File: src/rtl/prog_loader.sv
// rtl/prog_loader.sv - copies the program ROM image into instruction memory, then releases the core
// Optional feature macro: PROG_LOADER_CHECKSUM_EN (running sum of accepted write data on checksum)
module prog_loader #(
    parameter int ROM_DEPTH = 256,
    parameter int ADDR_W    = 8,
    parameter int DATA_W    = 16
) (
    input  logic              clk,
    input  logic              reset,
    input  logic              start,
    output logic [ADDR_W-1:0] rom_addr,
    input  logic [DATA_W-1:0] rom_data,
    output logic              mem_we,
    output logic [ADDR_W-1:0] mem_addr,
    output logic [DATA_W-1:0] mem_wdata,
    input  logic              mem_ready,
    output logic              cpu_run,
    output logic              busy,
    output logic              done,
    output logic [DATA_W-1:0] checksum
);

    localparam logic [ADDR_W-1:0] LAST_IDX = ADDR_W'(ROM_DEPTH - 1);

    typedef enum logic [2:0] {
        IDLE  = 3'd0,
        FETCH = 3'd1,
        LATCH = 3'd2,
        WRITE = 3'd3,
        DONE  = 3'd4
    } state_t;

    state_t            state;
    state_t            next_state;
    logic [ADDR_W-1:0] idx;
    logic              sync1;
    logic              sync2;
    logic              sync3;
    logic              start_pulse;
    logic              load_begin;
    logic              write_accept;

    // Two-flop synchronizer for the button level plus a history flop for edge detect
    always_ff @(posedge clk) begin
        if (reset) begin
            sync1 <= 1'b0;
            sync2 <= 1'b0;
            sync3 <= 1'b0;
        end else begin
            sync1 <= start;
            sync2 <= sync1;
            sync3 <= sync2;
        end
    end

    assign start_pulse  = sync2 & ~sync3;
    // A start only counts when no load is running; mid-load pulses are dropped
    assign load_begin   = start_pulse & ((state == IDLE) | (state == DONE));
    assign write_accept = (state == WRITE) & mem_ready;
    assign rom_addr     = idx;

    // State register
    always_ff @(posedge clk) begin
        if (reset) begin
            state <= IDLE;
        end else begin
            state <= next_state;
        end
    end

    // Next-state logic: FETCH -> LATCH -> WRITE per word, WRITE waits on mem_ready
    always_comb begin
        next_state = state;
        case (state)
            IDLE:    if (start_pulse) next_state = FETCH;
            FETCH:   next_state = LATCH;
            LATCH:   next_state = WRITE;
            WRITE: begin
                if (mem_ready) begin
                    next_state = (idx == LAST_IDX) ? DONE : FETCH;
                end
            end
            DONE:    if (start_pulse) next_state = FETCH;
            default: next_state = IDLE;
        endcase
    end

    // Output decode: write strobe only in WRITE, busy across the whole per-word loop
    always_comb begin
        mem_we = 1'b0;
        busy   = 1'b0;
        case (state)
            FETCH, LATCH: busy = 1'b1;
            WRITE: begin
                busy   = 1'b1;
                mem_we = 1'b1;
            end
            default: ;
        endcase
    end

    // Word index, write-port registers and registered run/done flags
    always_ff @(posedge clk) begin
        if (reset) begin
            idx       <= '0;
            mem_addr  <= '0;
            mem_wdata <= '0;
            cpu_run   <= 1'b0;
            done      <= 1'b0;
        end else begin
            if (load_begin) begin
                idx <= '0;
            end else if (write_accept && (idx != LAST_IDX)) begin
                idx <= idx + ADDR_W'(1);
            end
            // ROM data for idx arrives during LATCH; capture it with its address
            if (state == LATCH) begin
                mem_wdata <= rom_data;
                mem_addr  <= idx;
            end
            cpu_run <= (next_state == DONE);
            done    <= (next_state == DONE);
        end
    end

`ifdef PROG_LOADER_CHECKSUM_EN
    // Running sum of every accepted write, restarted with each new load
    always_ff @(posedge clk) begin
        if (reset) begin
            checksum <= '0;
        end else if (load_begin) begin
            checksum <= '0;
        end else if (write_accept) begin
            checksum <= checksum + mem_wdata;
        end
    end
`else
    assign checksum = '0;
`endif

endmodule
File: config.mk
export PLATFORM = sky130hd
export DESIGN_NAME = prog_loader
export DESIGN_NICKNAME = d
export VERILOG_FILES = /design/src/rtl/prog_loader.sv
export SDC_FILE = /design/constraint.sdc
export NUM_CORES = 1
export LEC_CHECK = 0
export BUFFER_PORTS_ARGS = -buffer_cell sky130_fd_sc_hd__buf_4
export CAP_MARGIN = 10
export CORE_ASPECT_RATIO = 1.75
export CORE_MARGIN = 3
export CORE_UTILIZATION = 46
export DETAILED_ROUTE_END_ITERATION = 16
export GPL_ROUTABILITY_DRIVEN = 0
export PLACE_DENSITY_LB_ADDON = 0.2
export SLEW_MARGIN = 40
export SYNTH_ARGS = -nofsm -noshare
export SYNTH_HDL_FRONTEND = slang
export SYNTH_SLANG_ARGS = --single-unit
File: constraint.sdc
create_clock -name clk -period 1.7 [get_ports clk]
set_input_delay 0.17 -clock clk [delete_from_list [all_inputs] [get_ports clk]]
set_output_delay 0.17 -clock clk [all_outputs]
set_load 0.005 [all_outputs]
==> results.toml <==
[run_status]
outcome = "complete, no violations"

[sta]
finalCritPeriodShare = 0.8896
fin_crit_ns = 1.512
maxSlewHeadroom = 0.6641
rsz0062_at_grt = "false"
max_freq_mhz = 661.2
layout_setup_ws_ns = 0.1876
worst_slew_pin_slew_ns = 0.5038
fin_skew_ns = 0.005846
report.final.slew_viol_count = 0
setup_viol = 0
fin_setup_tns_ns = 0
hold_viol_final = 0

[critical_path]
critPathBufInv = 0
worstPathRequired_ns = 1.88
arrival_ns = 1.69
start_kind = "flop"
cp_top_family = "simple AND/OR/NAND/NOR gates"
crit_chain = "ha_1 > nand2_1 > nor2_1 > a311oi_1 > a41o_1"
critPathCaptureType = "flop"
path_max_fanout = 5
cpMaxStageDelayCell = "dfxtp_1"
cp_slowest_stage_delay_ns = 0.39
critPathKind = "flop to flop"

[clocking]
cts_tree = "done"
clkLatencyLatePin_ns = 0.28
cts_max_level = 2
cts_num_sinks = 39
root_buffer = "clkbuf_8"
clk_pin_slew_ns = 0.07
cts_buffer_depth = 2
ctsHoldBuffers = 0
cts_setup_buffers = 0
cts_buffers = 5
post_cts_resized = 0

[synthesis]
ys_warn_count = 0
synth_cell_types = 33
netlist_area_um2 = 1652
synth_edf_count = 0
synth_ff_type = "dfxtp_1"
syn_area_per_cell_um2 = 8.217
synth-seq-cells = 39
ys_seq_area_frac = 0.4727
synth_cells = 201
async_reset_ff_frac = 0

[detailed_routing]
drt_pass1_iterations = 4
wl_um = 3462
antenna_left = 0
vias_per_cell = 4.796
first_iter_violations = 40
drc = 0
num_vias = 1434
routedWlPerCell_um = 11.58

[place]
dp_slack_ns = 0.2131
post_dp_cell_area_um2 = 2009
port_buffers = 55
dp_hpwl_um = 2519

[floorplanning]
start_util = 0.4860
io_pins = 72
fp-row-count = 28
die_w_um = 51.30
core-area_um2 = 3398
die_area_um2 = 4374
die_h_um = 85.27

[cells_and_area]
final_cell_mix = "buf_4 (59), nand2_1 (53), dfxtp_1 (39)"
final_common_cell = "buf_4"
fin_util = 0.6259
syn2layout_area_growth_pct = 28.79
nets = 274
drive_above_1_share = 0.2795
post-route-cell-area_um2 = 2127
n_antenna_cell = 0

[global_routing]
grt_max_degree = 34
grt_pass1_wl_um = 5858
grt_pass1_vias = 1357
overflow = 0
antenna_found_initial = 0
gr-usage-all-layers = 0.1700

[min_path]
hold_class = "primary input to flop"

[pwr]
pwr-share-seq = 0.504
vdd_drop_max_mv = 0.5905
p_sw_frac = 0.2117
intPower_w = 0.001483
p_sw_w = 0.0003981
comb_power_share = 0.083
clock_power_share = 0.413
p_per_area_nw_per_um2 = 884.3
p_leak_nw = 0.9318

[flow_run]
cap_violations = 0
## synthesized netlist by cell type, types with 2 or more instances
cell type,count,area (um^2)
a21oi_1,29,145.1
a311oi_1,2,17.52
and4b_1,2,20.02
buf_2,4,20.02
buf_4,19,142.6
buf_6,2,22.52
clkbuf_1,4,15.01
dfxtp_1,39,780.8
inv_1,2,7.510
nand2_1,53,198.9
nand3_1,5,25.02
nor2_1,10,37.54
nor2b_1,5,31.28
nor3_1,6,30.03
## per-stage QoR
step                cells  hold WS [ns]  total power (W)
CTS                   299       0.09766         0.001907
floorplan             216        0.2861         0.001083
finish                299        0.1021         0.001881
global placement      291        0.3811         0.001126
detailed placement    291        0.3961         0.001127
global route          299        0.1142         0.001963
## metal layers
layer,track usage,share of wire
met4,0.06683,0.017
met5,0,0
met3,0.04745,0.067
met2,0.2914,0.52
met1,0.1954,0.40
## kinds of logic (layout without fill, tap and decap cells)
group	after synthesis	count (layout)	synth area share
simple gates	87	87	0.2364
other cells	1	16	0.002271
fa+ha+maj	1	1	0.007575
compound gates	41	41	0.1500
xor+xnor	1	1	0.005304
buf+inv	31	69	0.1258
flops	39	39	0.4727
## layout make-up
| type | count | area (um^2) |
|---|---|---|
| fillers | 340 | 1271 |
| well taps | 45 | 56.30 |
| clock inverters | 2 | 35.03 |
| clock buffers | 6 | 82.58 |
| multi-input cells | 146 | 721.9 |
| inverters | 2 | 7.507 |
| repair buffers | 59 | 442.9 |
| flip-flops and latches | 39 | 780.7 |
## power groups by stage
stage / sequential, W / combinational (W) / clock (W)
after floorplan: 0.000967 / 0.000116 / 0
after global placement: 0.000969 / 0.000158 / 0
after detailed placement: 0.000970 / 0.000158 / 0
after CTS: 0.000948 / 0.000158 / 0.000801
after global routing: 0.000952 / 0.000177 / 0.000835
final: 0.000948 / 0.000156 / 0.000777
## worst paths after layout
| check | depth (start not counted) | slack [ns] | endpoint | startpoint |
|---|---|---|---|---|
| setup / recovery | 5 | 0.19 | rom_addr[4] | rom_addr[1] |
| hold / removal | 2 | 0.10 | sync1 | start |
| setup reg to reg | 5 | 0.19 | rom_addr[4] | rom_addr[1] |
| hold reg to reg | 1 | 0.44 | sync2 | sync1 |
## registers in the layout (all words and copies together) (netlist names)
register	cells
sync2	1
done	1
sync1	1
sync3	1
mem_addr	8
rom_addr	8
mem_wdata	16
state	3
No activity file was read; power rests on OpenSTA's default activity.
